[src/rtl/target_value_compute.sv]
// TD target y = done ? r : r + GAMMA*maxQ, sequenced over one FP32 multiplier
// and one FP32 adder with valid-in/valid-out handshakes.
module tvc_fp_mul (
    input  logic        clk,
    input  logic        rst_n,
    input  logic        start,
    input  logic [31:0] a,
    input  logic [31:0] b,
    output logic        valid,
    output logic [31:0] res
);
    logic [47:0] p;
    logic [22:0] man;
    logic [23:0] mr;
    logic [9:0]  eu;
    logic [7:0]  ev;
    logic        g, s, rnd, sgn, az, bz, ai, bi;
    logic [31:0] r;

    always_comb begin
        sgn = a[31] ^ b[31];
        az  = a[30:23] == 8'h00;
        bz  = b[30:23] == 8'h00;
        ai  = a[30:23] == 8'hFF;
        bi  = b[30:23] == 8'hFF;
        p   = {24'd0, 1'b1, a[22:0]} * {24'd0, 1'b1, b[22:0]};
        if (p[47]) begin
            man = p[46:24]; g = p[23]; s = |p[22:0];
        end else begin
            man = p[45:23]; g = p[22]; s = |p[21:0];
        end
        rnd = g & (s | man[0]);
        mr  = {1'b0, man} + {23'd0, rnd};
        eu  = {2'b00, a[30:23]} + {2'b00, b[30:23]}
            + {9'd0, p[47]} + {9'd0, mr[23]};
        ev  = 8'(eu - 10'd127);
        // denormal inputs and underflowing results flush to signed zero
        if ((ai && a[22:0] != 0) || (bi && b[22:0] != 0)
            || (ai && bz) || (bi && az))
            r = 32'h7FC00000;
        else if (ai || bi || eu >= 10'd382)
            r = {sgn, 8'hFF, 23'd0};
        else if (az || bz || eu <= 10'd127)
            r = {sgn, 31'd0};
        else
            r = {sgn, ev, mr[22:0]};
    end

    always_ff @(posedge clk or negedge rst_n) begin
        if (!rst_n) begin
            valid <= 1'b0;
            res   <= 32'd0;
        end else begin
            valid <= start;
            if (start) res <= r;
        end
    end
endmodule

module tvc_fp_add (
    input  logic        clk,
    input  logic        rst_n,
    input  logic        start,
    input  logic [31:0] a,
    input  logic [31:0] b,
    output logic        valid,
    output logic [31:0] res
);
    logic [31:0] x, y, r;
    logic [7:0]  ex, ey, d;
    logic [23:0] mx, my;
    logic [53:0] t;
    logic [26:0] al, bx, nm;
    logic [27:0] sm;
    logic [24:0] mr;
    logic [9:0]  eu, e2;
    logic [4:0]  lz;
    logic        rnd, uf;

    always_comb begin
        x  = (b[30:0] > a[30:0]) ? b : a;
        y  = (b[30:0] > a[30:0]) ? a : b;
        ex = x[30:23];
        ey = y[30:23];
        mx = (ex == 8'h00) ? 24'd0 : {1'b1, x[22:0]};
        my = (ey == 8'h00) ? 24'd0 : {1'b1, y[22:0]};
        d  = ex - ey;
        t  = {my, 30'd0} >> ((d > 8'd27) ? 8'd28 : d);
        al = {t[53:28], t[27] | (|t[26:0])};
        bx = {mx, 3'b000};
        if (x[31] == y[31]) sm = {1'b0, bx} + {1'b0, al};
        else                sm = {1'b0, bx} - {1'b0, al};
        lz = 5'd27;
        for (int i = 0; i < 27; i++)
            if (sm[i]) lz = 5'(26 - i);
        if (sm[27]) begin
            nm = {sm[27:2], sm[1] | sm[0]};
            eu = {2'b00, ex} + 10'd1;
            uf = 1'b0;
        end else begin
            nm = sm[26:0] << lz;
            eu = {2'b00, ex} - {5'd0, lz};
            uf = {3'b000, lz} >= ex;
        end
        rnd = nm[2] & (nm[1] | nm[0] | nm[3]);
        mr  = {1'b0, nm[26:3]} + {24'd0, rnd};
        e2  = eu + {9'd0, mr[24]};
        if (ex == 8'hFF)
            r = (x[22:0] != 0 || (ey == 8'hFF && x[31] != y[31]))
              ? 32'h7FC00000 : x;
        else if (sm == 28'd0 || uf)
            r = 32'd0;
        else if (e2 >= 10'd255)
            r = {x[31], 8'hFF, 23'd0};
        else
            r = {x[31], e2[7:0], mr[24] ? mr[23:1] : mr[22:0]};
    end

    always_ff @(posedge clk or negedge rst_n) begin
        if (!rst_n) begin
            valid <= 1'b0;
            res   <= 32'd0;
        end else begin
            valid <= start;
            if (start) res <= r;
        end
    end
endmodule

module target_value_compute #(
    parameter int                    DATA_WIDTH = 32,
    parameter logic [DATA_WIDTH-1:0] GAMMA      = 32'h3F666666
) (
    input  logic                  clk,
    input  logic                  rst_n,
    input  logic                  i_q_valid,
    input  logic [DATA_WIDTH-1:0] i_max_q,
    input  logic                  i_sample_valid,
    input  logic [DATA_WIDTH-1:0] i_reward,
    input  logic                  i_done,
    output logic [DATA_WIDTH-1:0] o_target,
    output logic                  o_valid,
    output logic                  o_busy
);
    typedef enum logic [2:0] {IDLE, MUL, ADD, OUT_D, OUT} state_t;
    state_t state;

    logic [DATA_WIDTH-1:0] max_q, reward, product, sum;
    logic [DATA_WIDTH-1:0] mul_res, add_res;
    logic have_q, have_s, done_r;
    logic mul_start, add_start, mul_valid, add_valid;
    logic cap_q, cap_s, hq, hs, dn;

    assign cap_q = i_q_valid & ~o_busy;
    assign cap_s = i_sample_valid & ~o_busy;
    assign hq    = have_q | cap_q;
    assign hs    = have_s | cap_s;
    assign dn    = cap_s ? i_done : done_r;

    tvc_fp_mul u_mul (
        .clk   (clk),
        .rst_n (rst_n),
        .start (mul_start),
        .a     (GAMMA),
        .b     (max_q),
        .valid (mul_valid),
        .res   (mul_res)
    );

    tvc_fp_add u_add (
        .clk   (clk),
        .rst_n (rst_n),
        .start (add_start),
        .a     (reward),
        .b     (product),
        .valid (add_valid),
        .res   (add_res)
    );

    always_ff @(posedge clk or negedge rst_n) begin
        if (!rst_n) begin
            state     <= IDLE;
            o_target  <= '0;
            o_valid   <= 1'b0;
            o_busy    <= 1'b0;
            max_q     <= '0;
            reward    <= '0;
            product   <= '0;
            sum       <= '0;
            have_q    <= 1'b0;
            have_s    <= 1'b0;
            done_r    <= 1'b0;
            mul_start <= 1'b0;
            add_start <= 1'b0;
        end else begin
            mul_start <= 1'b0;
            add_start <= 1'b0;
            o_valid   <= 1'b0;
            if (cap_q) begin
                max_q  <= i_max_q;
                have_q <= 1'b1;
            end
            if (cap_s) begin
                reward <= i_reward;
                done_r <= i_done;
                have_s <= 1'b1;
            end
            unique case (state)
                IDLE: if (hq && hs) begin
                    o_busy <= 1'b1;
                    if (dn) begin
                        state <= OUT_D;
                    end else begin
                        state     <= MUL;
                        mul_start <= 1'b1;
                    end
                end
                MUL: if (mul_valid) begin
                    product   <= mul_res;
                    add_start <= 1'b1;
                    state     <= ADD;
                end
                ADD: if (add_valid) begin
                    sum   <= add_res;
                    state <= OUT;
                end
                OUT_D, OUT: begin
                    o_target <= (state == OUT_D) ? reward : sum;
                    o_valid  <= 1'b1;
                    o_busy   <= 1'b0;
                    have_q   <= 1'b0;
                    have_s   <= 1'b0;
                    state    <= IDLE;
                end
                default: state <= IDLE;
            endcase
        end
    end
endmodule

[config.mk]
export PLATFORM = sky130hd
export DESIGN_NAME = target_value_compute
export DESIGN_NICKNAME = d
export VERILOG_FILES = /design/src/rtl/target_value_compute.sv
export SDC_FILE = /design/constraint.sdc
export NUM_CORES = 2
export LEC_CHECK = 0
export BUFFER_PORTS_ARGS = -buffer_cell sky130_fd_sc_hd__buf_4
export CAP_MARGIN = 10
export CORE_UTILIZATION = 38
export CTS_BUF_LIST = sky130_fd_sc_hd__clkbuf_8
export CTS_CLUSTER_SIZE = 16
export DETAILED_ROUTE_END_ITERATION = 8
export HOLD_SLACK_MARGIN = 0.08
export SYNTH_ARGS = -nofsm -noshare
export SYNTH_HDL_FRONTEND = slang
export SYNTH_SLANG_ARGS = --single-unit
[constraint.sdc]
create_clock -name clk -period 17.9 [get_ports clk]
set_input_delay 0.895 -clock clk [delete_from_list [all_inputs] [get_ports clk]]
set_output_delay 0.895 -clock clk [all_outputs]
set_load 0.02 [all_outputs]
# After elaboration in Yosys (flattened, before gate mapping)
# Cells that the tools add are included.
totals:
  register_bits: 236
  latch_bits: 0
  mem_bits_rw: 0
  rom_bits: 0
  inputBits: 69
  output_inout_bits: 34
  elab_cells: 153
  memories: 0
op_classes:
  n_addsub: 12
  multipliers: 1
  n_div: 0
  n_lt_le_gt_ge: 6
  eq_ne: 12
  shift: 2
  muxes: 66
  n_bitwise: 12
  reduce_logical: 25
ops:
  columns: ["cell", "count"]
  rows:
  - ["2-to-1 mux 32 bit", 7]
  - ["2-to-1 mux 31 bit", 3]
  - ["2-to-1 mux 5 bit", 16]
  - ["right shift 54 x 8 -> 54 bit", 1]
  - ["2-to-1 mux 24 bit", 2]
  - ["multiplier 23 x 24 -> 47 bit (first input constant)", 1]
  - ["2-to-1 mux 23 bit", 2]
  - ["nonzero test 23 bit", 2]
  - ["2-to-1 mux 4 bit", 8]
  - ["> comparator 31 bit", 1]
  - ["adder 10 x 1 -> 10 bit", 3]
  - ["adder 27 x 27 -> 28 bit", 1]
  - ["zero test 28 bit", 1]
  - ["2-to-1 mux 28 bit", 1]
  - ["subtractor 27 x 27 -> 28 bit", 1]
  - ["2-to-1 mux 27 bit", 1]
  - ["OR reduction 27 bit", 1]
  - ["left shift 27 x 5 -> 27 bit", 1]
  - ["adder 24 x 1 -> 25 bit", 1]
  - ["adder 23 x 1 -> 24 bit", 1]
  - ["== test 8 bit (second input constant)", 3]
  - ["zero test 8 bit", 3]
  - ["OR reduction 22 bit", 1]
  - ["OR reduction 21 bit", 1]
  - ["other kinds (34)", 73]

# Longest topological paths before layout
depth:
  word_depth: 48
  ltp_mapped: 75

# Cells and area by module
# A second synthesis with hierarchy kept.
hier_totals:
  cells_unflattened: 5043
  hier_area_um2: 42956.2
by_module_without_submodules:
  columns: ["module", "n_inst", "cells_each", "area_each_um2", "seq_area_each_um2"]
  rows:
  - ["tvc_fp_mul", 1, 2631, 22771.8, 825.8]
  - ["tvc_fp_add", 1, 1997, 13270.2, 825.8]
  - ["target_value_compute", 1, 415, 6914.1, 4254.1]

# Worst setup path before layout
# Ideal clock, no wire load.
synth_path:
  kind: "flip-flop to flip-flop"
  from: "register reward[26]"
  to: "register u_add.res[11]"
  setup_time_ps: 66
  t_arrival_ps: 13703
  t_required_ps: 17834
  setup_slack_ps: 4131
  path_stages_with_launch: 70
  path_cell_list: "dfrtp_1 > inv_1 > ha_1 > buf_6 > a2111oi_4 > o21ai_1 > a22o_1 > o21a_1 > nor2_1 > clkbuf_1 > clkbuf_1 > nand2_1 > o21a_1 > ha_1 > or4_1 > nand3_1 > o211ai_1 > or4b_1 > (+34 left out) > a31oi_1 > inv_1 > ha_1 > and4_1 > nand2_1 > nor4_1 > nand2_1 > nor2_1 > ha_1 > ha_1 > nor4bb_1 > mux2i_1 > o21ai_0 > a21boi_0 > and2_1 > o31a_1 > buf_2 > a41o_1"
synth_between:
  elab_chain_cells: 48
  word_cells_on_any_way: 71
synth_lines:
  columns: ["element", "line_no", "source"]
  rows:
  - ["start: declaration", "148", "logic [DATA_WIDTH-1:0] max_q, reward, product, sum;"]
  - ["start signal: assignment", "204", "reward <= i_reward;"]
  - ["> comparator 31 bit", "81, 82", null]
  - ["2-to-1 mux 32 bit, on equally long branches", "81, 82", null]
  - ["subtractor 8 bit", "87", "d = ex - ey;"]
  - ["> comparator 8 x 5 -> 1 bit", "88", "t = {my, 30'd0} >> ((d > 8'd27) ? 8'd28 : d);"]
  - ["2-to-1 mux 8 bit", "88", null]
  - ["right shift 54 x 8 -> 54 bit", "88", null]
  - ["OR reduction 27 bit", "89", "al = {t[53:28], t[27] | (|t[26:0])};"]
  - ["OR 1 bit", "89", null]
  - ["(+31 left out)", null, null]
  - ["OR 1 bit (2 in series)", "105", "rnd = nm[2] & (nm[1] | nm[0] | nm[3]);"]
  - ["AND 1 bit", "105", null]
  - ["adder 24 x 1 -> 25 bit", "106", "mr = {1'b0, nm[26:3]} + {24'd0, rnd};"]
  - ["adder 10 x 1 -> 10 bit", "107", "e2 = eu + {9'd0, mr[24]};"]
  - [">= comparator 10 x 8 -> 1 bit", "113", "else if (e2 >= 10'd255)"]
  - ["2-to-1 mux 31 bit", "113", null]
  - ["2-to-1 mux 32 bit", "111", "else if (sm == 28'd0 || uf)"]
  - ["2-to-1 mux 32 bit *", "108", "if (ex == 8'hFF)"]
  - ["end signal: assignment", "125", "if (start) res <= r;"]
  - ["end: declaration", "67", "output logic [31:0] res"]
# Every way passes the cells marked *; elsewhere a longest branch is shown, timed or not.
# A chain may end at the register's enable or synchronous reset.

# Worst setup path after layout
layout_path:
  from: "register reward[25]"
  to: "register u_add.res[11]"
# The elaborated chain is that of the path after synthesis.

==> results.json <==
{
  "run_status": "finished, final reports clean",
  "pre_cts_ws_ns": 1.782,
  "crit_family": "compound AO/OA/AOI/OAI gates",
  "cts_buffers": 43,
  "overflow": 0,
  "ys_types": 107,
  "ant_nets": 0,
  "seq_area_frac_synth": 0.1871,
  "drc": 0,
  "ys_top_cells_by_count": "inv_1, nand2_1, ha_1",
  "routed_wirelength_um": 103200,
  "final_cells": 4875,
  "rows": 105,
  "drv_cap": 0,
  "path_buf_inv": 3,
  "detailed_place.area_mm2": 0.03341,
  "maxSlewViolCount": 0,
  "io_buffers": 102,
  "cts-root-buf": "clkbuf_8",
  "clockBufferDepth": 3,
  "dpl.cell_count": 4799,
  "dieArea_mm2": 0.08424,
  "num_io_pins": 103,
  "die_w_um": 290.2,
  "cts_tree": "yes",
  "worst_slack_ns": 1.398,
  "syn_area_per_cell_um2": 8.444,
  "clk_transition_reported_paths_ns": 0.07,
  "cp.required_ns": 18.49,
  "wl_per_cell_um": 21.18,
  "r2r_cells": 58,
  "nNetsFinal": 4404,
  "area_growth_pct": 8.683,
  "worstSkewPairLatency_ns": 0.65,
  "start_kind": "flip-flop",
  "rrSetupSlack_ns": 1.40,
  "grtUsageTotal": 0.2419,
  "postCtsSetupBuffers": 0,
  "worstMarginPinSlew_ns": 1.097,
  "timing.setup.tns_ns": 0,
  "via_per_inst": 5.724,
  "synth_area_leaders": "dfrtp_1, fa_1, ha_1, inv_1, nand2_1",
  "synthCells": 3739,
  "cts_resized": 0,
  "synth_warnings": 0,
  "dp_hpwl_um": 82710,
  "grt_max_degree": 99,
  "cts_max_level": 2,
  "maxSlewHeadroom": 0.2611,
  "hold_viol_final": 0,
  "core_region_area_mm2": 0.08211,
  "vias": 27903,
  "synthFlopType": "dfrtp_1",
  "path_max_fanout": 27,
  "fill_cells": 8281,
  "synth_top_area_cell": "dfrtp_1",
  "cp_slowest_cell": "or4b_1",
  "grt_pass1_vias": 27212,
  "gp_congestion": 1.007,
  "holdCritPathClass": "input port to asynchronous set/reset pin",
  "r2r-end": "u_add.res[11]",
  "fin_crit_sh": 0.9219,
  "cpPeakStageDelay_ns": 0.92,
  "rr_startpoint": "reward[25]",
  "rsz0062_at_grt": "no",
  "synth_seq_cells": 236,
  "first_iter_violations": 2475,
  "cp_data_arrival_time_ns": 17.09,
  "clkSinkCount": 236,
  "drive_above_1_share": 0.1028,
  "skew_ns": 0.05792,
  "syn_nets": 4369,
  "synth_edf_count": 0,
  "antenna_found_initial": 1,
  "crit_type": "flip-flop to flip-flop",
  "synth_top_area_share": 0.1871,
  "die_h_um": 290.2,
  "start_util": 0.3845,
  "grt_pass1_wl_um": 161900,
  "cpMostUsedCell": "a21oi_1",
  "end_kind": "flip-flop",
  "synth_most_common_cell": "inv_1",
  "postCtsHoldBufs": 0,
  "async_reset_ff_frac": 1.000,
  "n_antenna_cell": 0,
  "fin_area_mm2": 0.03431,
  "max_freq_mhz": 60.60,
  "layout_min_cycle_time_ns": 16.50,
  "finalSetupViolCount": 0,
  "synth.cell_area_mm2": 0.03157,
  "first_pass_iters": 6
}
[per-stage QoR]
step	util	hold WS (ns)
2_1_floorplan	-	0.3519
3_3_place_gp	0.4069	0.4736
3_5_place_dp	0.4069	0.4793
4_1_cts	0.4179	0.3127
5_1_grt	0.4179	0.3579
6_report	0.4179	0.3059
[metal layers]
metal | global-route usage | wire, um | vias to the layer above
li1 | - | - | 13331
met1 | 0.3406 | 47520 | 13470
met2 | 0.3858 | 46240 | 939
met3 | 0.03166 | 6403 | 161
met4 | 0.07084 | 3071 | 2
met5 | 0 | 13 | -
[placed cells by master, fill, tap and decap left out, types with 31 or more instances in the layout]
cell type / n
a31oi_1: 34
nor4_1: 42
nand4_1: 40
ha_1: 345
fa_1: 216
a211oi_1: 47
buf_4: 146
xnor2_1: 83
mux2i_1: 76
nor3_1: 113
o211ai_1: 49
a21o_1: 44
o21ai_0: 223
o21a_1: 34
and3_1: 31
nor2_1: 219
dfrtp_1: 236
mux2_2: 88
nand2_1: 386
inv_1: 410
a21oi_1: 233
clkbuf_8: 53
xor2_1: 45
nand3_1: 92
[state kept, by name, summed over array words and instances, names as in the netlist]
register and flops:
state 3, max_q 32, done_r 1, have_s 1, o_target 32, sum 32, u_mul.res 32, have_q 1
u_add.valid 1, product 32, o_valid 1, mul_start 1, u_mul.valid 1, o_busy 1, reward 32, u_add.res 32
add_start 1
[cell type report]
type	count	area (um2)	share of cell area
Clock buffer	53	729.5	0.02126
Clock inverter	23	176.4	0.005141
Inverter	405	1523	0.04438
Multi-Input combinational cell	2941	23530	0.6857
Sequential cell	236	5906	0.1721
Tap cell	1070	1339	0.03902
Timing Repair Buffer	147	1111	0.03238
[worst reg2reg max path: cells and delay by family (launching register included)]
kind                     cells  cell delay (ns)
AND/OR/NAND/NOR             18             5.96
adder cells (fa/ha/maj)      5             1.57
AO/OA/AOI/OAI               29             7.44
multiplexers                 3             0.44
buffers and inverters        3             0.62
flip-flops                   1             0.42
[logic make-up after synthesis]
group	after synthesis	synth area share
simple gates	1114	0.1682
compound gates	964	0.2051
mux	171	0.05857
fa+ha+maj	561	0.2737
flops	236	0.1871
xor+xnor	131	0.03694
buf+inv	562	0.07050
[how the worst max path moves through the flow]
stage	cells after the start	to	from	slack, ns
floorplan	69	u_add.res[11]	reward[26]	4.13
global placement	62	u_add.res[9]	reward[26]	2.04
detailed placement	57	u_add.res[11]	reward[25]	1.78
CTS	57	u_add.res[11]	reward[25]	1.74
global route	62	u_add.res[9]	reward[25]	0.006
finish	58	u_add.res[11]	reward[25]	1.40
Power is left out: the tool's default activity adds up to more than one toggle a clock period on the data nets, which glitch-free logic cannot reach.
